## src/rtl/lfsr_pkg.sv

```systemverilog
// Shared types and constants for the Galois LFSR pseudo-random generator.
//   lfsr_state_e     : word-assembly FSM states
//   TAPS_8/16/32     : known maximal-length Galois feedback masks
//   SEED_DEFAULT_VAL : reset / lockup-replacement seed (zero-extended)
//   default_taps()   : picks a maximal-length mask for a supported width
package lfsr_pkg;

  typedef enum logic [1:0] {
    IDLE  = 2'd0,
    GEN   = 2'd1,
    VALID = 2'd2
  } lfsr_state_e;

  localparam logic [7:0]  TAPS_8           = 8'hB8;
  localparam logic [15:0] TAPS_16          = 16'hB400;
  localparam logic [31:0] TAPS_32          = 32'h80200003;
  localparam logic [63:0] SEED_DEFAULT_VAL = 64'd1;

  // Widths other than 8/16/32 must override TAPS explicitly.
  function automatic logic [63:0] default_taps(input int unsigned width);
    logic [63:0] t;
    case (width)
      8:       t = 64'(TAPS_8);
      16:      t = 64'(TAPS_16);
      default: t = 64'(TAPS_32);
    endcase
    return t;
  endfunction

endpackage

```

## src/rtl/lfsr_galois_step.sv

```systemverilog
// One combinational step of a right-shifting Galois LFSR.
//   i_state     : current LFSR state
//   o_next_c    : state after one shift
//   o_out_bit_c : bit shifted out this step (LSB of i_state)
module lfsr_galois_step
  import lfsr_pkg::*;
#(
  parameter int unsigned      WIDTH = 32,
  parameter logic [WIDTH-1:0] TAPS  = WIDTH'(TAPS_32)
) (
  input  logic [WIDTH-1:0] i_state,
  output logic [WIDTH-1:0] o_next_c,
  output logic             o_out_bit_c
);

  assign o_out_bit_c = i_state[0];
  assign o_next_c    = (i_state >> 1) ^ (i_state[0] ? TAPS : '0);

endmodule

```

## src/rtl/lfsr_prng_gen.sv

```systemverilog
// Parametrised Galois LFSR PRNG: one bit per clock, OUT_W-bit words presented
// with a valid/ready handshake; zero seeds are replaced by SEED_DEFAULT.
// Optional period monitor enabled by defining LFSR_PERIOD_CHECK_EN.
//   clk, reset_n            : clock, async active-low reset
//   enable                  : run/pause generation
//   load, seed              : synchronous seed load (priority over all but reset)
//   prn, prn_valid, prn_ready : output word handshake
//   zero_seed               : pulse when an all-zero seed was replaced
//   step_count, period_wrap : period monitor (tied to 0 when disabled)
module lfsr_prng_gen
  import lfsr_pkg::*;
#(
  parameter int unsigned      WIDTH        = 32,
  parameter int unsigned      OUT_W        = 8,
  parameter logic [WIDTH-1:0] TAPS         = WIDTH'(default_taps(WIDTH)),
  parameter logic [WIDTH-1:0] SEED_DEFAULT = WIDTH'(SEED_DEFAULT_VAL)
) (
  input  logic             clk,
  input  logic             reset_n,
  input  logic             enable,
  input  logic             load,
  input  logic [WIDTH-1:0] seed,
  output logic [OUT_W-1:0] prn,
  output logic             prn_valid,
  input  logic             prn_ready,
  output logic             zero_seed,
  output logic [WIDTH-1:0] step_count,
  output logic             period_wrap
);

  localparam int unsigned      CNT_W    = $clog2(OUT_W + 1);
  localparam logic [CNT_W-1:0] LAST_BIT = CNT_W'(OUT_W - 1);

  lfsr_state_e      r_state,   w_state_nxt;
  logic [WIDTH-1:0] r_lfsr,    w_lfsr_nxt;
  logic [CNT_W-1:0] r_bit_cnt, w_bit_cnt_nxt;
  logic [OUT_W-1:0] r_word,    w_word_nxt;
  logic [OUT_W-1:0] r_prn,     w_prn_nxt;
  logic             r_valid,   w_valid_nxt;
  logic             r_zero,    w_zero_nxt;

  logic [WIDTH-1:0] w_step_nxt;
  logic [WIDTH-1:0] w_load_val;
  logic [OUT_W-1:0] w_word_done;
  logic             w_out_bit;
  logic             w_load_zero;

  lfsr_galois_step #(
    .WIDTH (WIDTH),
    .TAPS  (TAPS)
  ) u_step (
    .i_state     (r_lfsr),
    .o_next_c    (w_step_nxt),
    .o_out_bit_c (w_out_bit)
  );

  // Zero seed would lock the LFSR at 0, so substitute the default.
  assign w_load_zero = (seed == '0);
  assign w_load_val  = w_load_zero ? SEED_DEFAULT : seed;
  // First generated bit ends up as the word MSB.
  assign w_word_done = {r_word[OUT_W-2:0], w_out_bit};

  // State register and datapath registers.
  always_ff @(posedge clk or negedge reset_n) begin
    if (!reset_n) begin
      r_state   <= IDLE;
      r_lfsr    <= SEED_DEFAULT;
      r_bit_cnt <= '0;
      r_word    <= '0;
      r_prn     <= '0;
      r_valid   <= 1'b0;
      r_zero    <= 1'b0;
    end else begin
      r_state   <= w_state_nxt;
      r_lfsr    <= w_lfsr_nxt;
      r_bit_cnt <= w_bit_cnt_nxt;
      r_word    <= w_word_nxt;
      r_prn     <= w_prn_nxt;
      r_valid   <= w_valid_nxt;
      r_zero    <= w_zero_nxt;
    end
  end

  // Next-state logic: load overrides the FSM; GEN freezes while enable=0.
  always_comb begin
    w_state_nxt   = r_state;
    w_lfsr_nxt    = r_lfsr;
    w_bit_cnt_nxt = r_bit_cnt;
    w_word_nxt    = r_word;
    w_prn_nxt     = r_prn;
    w_valid_nxt   = r_valid;
    w_zero_nxt    = 1'b0;
    if (load) begin
      w_state_nxt   = IDLE;
      w_lfsr_nxt    = w_load_val;
      w_bit_cnt_nxt = '0;
      w_word_nxt    = '0;
      w_valid_nxt   = 1'b0;
      w_zero_nxt    = w_load_zero;
    end else begin
      case (r_state)
        IDLE: begin
          if (enable) begin
            w_state_nxt   = GEN;
            w_bit_cnt_nxt = '0;
          end
        end
        GEN: begin
          if (enable) begin
            w_lfsr_nxt = w_step_nxt;
            w_word_nxt = w_word_done;
            if (r_bit_cnt == LAST_BIT) begin
              w_prn_nxt     = w_word_done;
              w_valid_nxt   = 1'b1;
              w_bit_cnt_nxt = '0;
              w_state_nxt   = VALID;
            end else begin
              w_bit_cnt_nxt = r_bit_cnt + CNT_W'(1);
            end
          end
        end
        VALID: begin
          if (r_valid && prn_ready) begin
            w_valid_nxt = 1'b0;
            w_state_nxt = enable ? GEN : IDLE;
          end
        end
        default: w_state_nxt = IDLE;
      endcase
    end
  end

  assign prn       = r_prn;
  assign prn_valid = r_valid;
  assign zero_seed = r_zero;

`ifdef LFSR_PERIOD_CHECK_EN
  logic [WIDTH-1:0] r_start;
  logic [WIDTH-1:0] r_step_cnt;
  logic             r_wrap;
  logic             w_shift;

  assign w_shift = (r_state == GEN) && enable && !load;

  // Counts shifts since reset/load; pulses when the start state recurs.
  always_ff @(posedge clk or negedge reset_n) begin
    if (!reset_n) begin
      r_start    <= SEED_DEFAULT;
      r_step_cnt <= '0;
      r_wrap     <= 1'b0;
    end else if (load) begin
      r_start    <= w_load_val;
      r_step_cnt <= '0;
      r_wrap     <= 1'b0;
    end else if (w_shift) begin
      if (w_step_nxt == r_start) begin
        r_step_cnt <= '0;
        r_wrap     <= 1'b1;
      end else begin
        r_step_cnt <= r_step_cnt + WIDTH'(1);
        r_wrap     <= 1'b0;
      end
    end else begin
      r_wrap <= 1'b0;
    end
  end

  assign step_count  = r_step_cnt;
  assign period_wrap = r_wrap;
`else
  assign step_count  = '0;
  assign period_wrap = 1'b0;
`endif

endmodule
```

## config.mk

```make
export PLATFORM = sky130hd
export DESIGN_NAME = lfsr_prng_gen
export DESIGN_NICKNAME = d
export VERILOG_FILES = /design/src/rtl/lfsr_pkg.sv /design/src/rtl/lfsr_galois_step.sv /design/src/rtl/lfsr_prng_gen.sv
export SDC_FILE = /design/constraint.sdc
export NUM_CORES = 1
export LEC_CHECK = 0
export BUFFER_PORTS_ARGS = -buffer_cell sky130_fd_sc_hd__buf_2
export CORE_MARGIN = 2
export CORE_UTILIZATION = 56
export DETAILED_ROUTE_END_ITERATION = 10
export GPL_TIMING_DRIVEN = 0
export PLACE_DENSITY = 0.92
export SLEW_MARGIN = 20
export SYNTH_ARGS = -nofsm -noshare
export SYNTH_HDL_FRONTEND = slang
export SYNTH_SLANG_ARGS = --single-unit
```

## constraint.sdc

```tcl
create_clock -name clk -period 4.65 [get_ports clk]
set_clock_uncertainty 0.1 [all_clocks]
set_input_delay 0.2325 -clock clk [delete_from_list [all_inputs] [get_ports clk]]
set_output_delay 0.2325 -clock clk [all_outputs]
set_load 0.02 [all_outputs]
```

==> impl_metrics.toml <==
[final_layout]
fillers = 363
finish.utilization_pct = 70.7
nets = 404
multi_input_area_sq_um = 1220
drive_above_1_share_pct = 28.3
n_antenna_cell = 0
regArea_sq_um = 1380
area_delta_synth_final_pct = 20.4

[logic_synthesis]
synthFlopType = "dfrtp_1"
synth_top_family_by_area = "simple AND/OR/NAND/NOR gates"
synth_adder_area_share_pct = 0.445
synth_top_area_cell = "dfrtp_1"
synth_edf_count = 0
synth_xor_area_share_pct = 0.935
yosysTopAreaCellShare_pct = 48.1
syn_area_sq_um = 2810
muxShareOfSynthArea_pct = 13.5
synthSimpleGateAreaFrac_pct = 14.1
synth_compound_area_share_pct = 9.93
yosysSeqAreaShare_pct = 49.0
ys_ff_latch = 55
synthTopCellsByArea = "dfrtp_1 48%, mux2i_1 10%, buf_4 9.9%"
yosysUniqueCellTypes = 30
async_flop_share_pct = 100
avgSynthCellArea_sq_um = 10.0
ys_warn_count = 0
synthCells = 281

[floorplan]
coreArea_sq_um = 4790
die_w_um = 74.8
ios = 80
start_util_pct = 58.7
num_rows = 25
die_h_um = 74.8
die-area_sq_um = 5600

[worst_setup_path]
end_kind = "register"
crit_buf_inv = 0
startpoint = "r_bit_cnt[0]"
r2r-start = "r_bit_cnt[0]"
worstSetupPathType = "reg -> reg"
cp_slowest_cell = "dfrtp_1"
slowest_delay_ns = 0.41
crit_chain = "ha_1, nand3b_1, nor3_4, mux2_2"
crit_fanout = 9
crit_family = "simple AND/OR/NAND/NOR gates"
crit_path_start_kind = "register"
r2r_cells = 4
rrSetupSlack_ns = 2.83
critPathArrivalTime_ns = 1.91
r2r_end = "prn[5]"
required_ns = 4.74

[hold_path]
hp-class = "in -> reg"
min_path_cells = 3
hold_end = "r_lfsr[5]"
hold_start = "seed[5]"

[clock_tree]
cts_max_level = 2
cts_root_buf = "clkbuf_8"
cts.sinks = 55
cts_buffer_depth = 2
cts.reportedPaths.clkPinSlew_ns = 0.10
cts_resized = 0
cts_buffers = 5
insertion_delay_ns = 0.31
cts_tree = "done"

[global_routing]
antenna_found_initial = 0
grt-ovfl-total = 0
grt_pass1_wl_mm = 9.16
grt_max_degree = 56
grtUsageTotal_pct = 21.5
grt_pass1_vias = 2027

[detailed_routing]
dr.max_layer_used = "met4"
routed_via_density = 4.93
wl_met2_mm = 2.94
met1_length_mm = 2.30
drt_iter0_drc = 116
drtPass1Iterations = 4
drc = 0
wl_per_cell_um = 12.9
wirelength_mm = 5.59
ant_nets = 0
vias = 2141
wl_met3_um = 261

[sta]
final.setup.tns_ns = 0
max_freq_mhz = 549
finalSetupViolCount = 0
max_slew.worst_pin.slew_ns = 0.676
drv_slew = 0
finalHoldViolCount = 0
rsz0062_at_grt = "no"
min_period_over_period_pct = 39.2
period_minus_slack_ns = 1.82
maxSlewHeadroom_pct = 54.9

[power]
p_comb_share_pct = 15.4
p_sw_uw = 259
irDropWorstVdd_v = 0.000210
leakage_uw = 0.00181
power_density_nw_per_um2 = 311
p_sw_share_pct = 24.6
internal_power_uw = 794
power.share.clock_pct = 34.5
p_seq_share_pct = 50.2

[placement]
place_congestion = 0.808
place_hpwl_mm = 4.20
numPortBuffers = 45

[run]
drv_cap = 0

[status]
status = "finished clean"
cells by family (layout without fill, tap and decap cells):
group / after synthesis / after routing
and+or+nand+nor: 82 / 82
DFF: 55 / 55
AOI/OAI and AO/OA: 53 / 53
buffers and inverters: 49 / 103
muxes: 37 / 37
xor gates and xnor gates: 3 / 3
adders and majority gates: 1 / 1
other: 1 / 33
flip-flops by register name, summed over array words and instances, names as in the netlist:
register / count
r_lfsr: 32
prn: 8
r_word: 7
r_bit_cnt: 4
r_state: 2
prn_valid: 1
zero_seed: 1
worst register-to-register path, stage by stage (launching register included):
cell and delay, ns:
dfrtp_1 0.41, ha_1 0.24, nand3b_1 0.17, nor3_4 0.40
mux2_2 0.39
final cells by class:
cell class	count	share of cell area (%)
Multi-Input combinational cell	209	36.0
Clock inverter	2	1.78
Sequential cell	55	40.7
Buffer	49	9.87
Tap cell	67	2.48
Timing Repair Buffer	46	7.03
Clock buffer	6	2.14
power by group through the flow:
stage	clock network, uW	registers [uW]	logic (uW)
global route	391	531	182
floorplan	0	532	115
global placement	0	535	155
CTS	366	528	162
detailed placement	0	537	160
finish	363	528	162
routing by layer:
| layer | global-route usage [%] | up-vias |
|---|---|---|
| li1 | - | 1060 |
| met1 | 27.3 | 1010 |
| met2 | 36.5 | 61 |
| met3 | 4.82 | 10 |
| met4 | 7.54 | 0 |
| met5 | 0 | - |
synthesized netlist by cell type, types with 3 or more instances:
cell type,number
buf_2,3
a21oi_1,16
nor4_1,9
xnor2_1,3
mux2i_1,29
mux2_2,8
a21o_1,3
clkbuf_1,6
dfrtp_1,54
buf_4,37
nand2_1,49
nor2_1,9
o21ai_0,32
cell usage in the layout (no fill, tap or decap), types with 8 or more instances in the layout:
cell / n
conb_1: 33
mux2_2: 8
nor2_1: 9
a21oi_1: 16
nand2_1: 49
dfrtp_1: 54
buf_4: 38
o21ai_0: 32
nor4_1: 9
mux2i_1: 29
buf_2: 47
how the worst max path moves through the flow:
stage                     slack, ns  depth (start not counted)     end
after floorplan                3.06                          4  prn[0]
after global placement         2.89                          4  prn[2]
after detailed placement       2.85                          4  prn[2]
after CTS                      2.82                          4  prn[2]
after global routing           2.73                          4  prn[0]
final                          2.83                          4  prn[5]
stage by stage:
stage	hold slack (ns)	instance area, sq um	setup WS (ns)	std cells	total power [uW]
finish	0.0469	3380	2.83	434	1050
global route	0.0436	3380	2.73	434	1100
CTS	0.0426	3380	2.82	434	1060
detailed placement	0.214	3240	2.85	425	697
global placement	0.351	3240	2.89	425	690
floorplan	-0.163	2930	3.06	313	647
timing repair:
| action | in CTS | in global routing |
|---|---|---|
| buffers inserted | 0 | 0 |
| endpoints found under the hold margin | 54 | 0 |
| hold buffers | 1 | 0 |
Note: power is estimated with default switching activity, not from simulation.
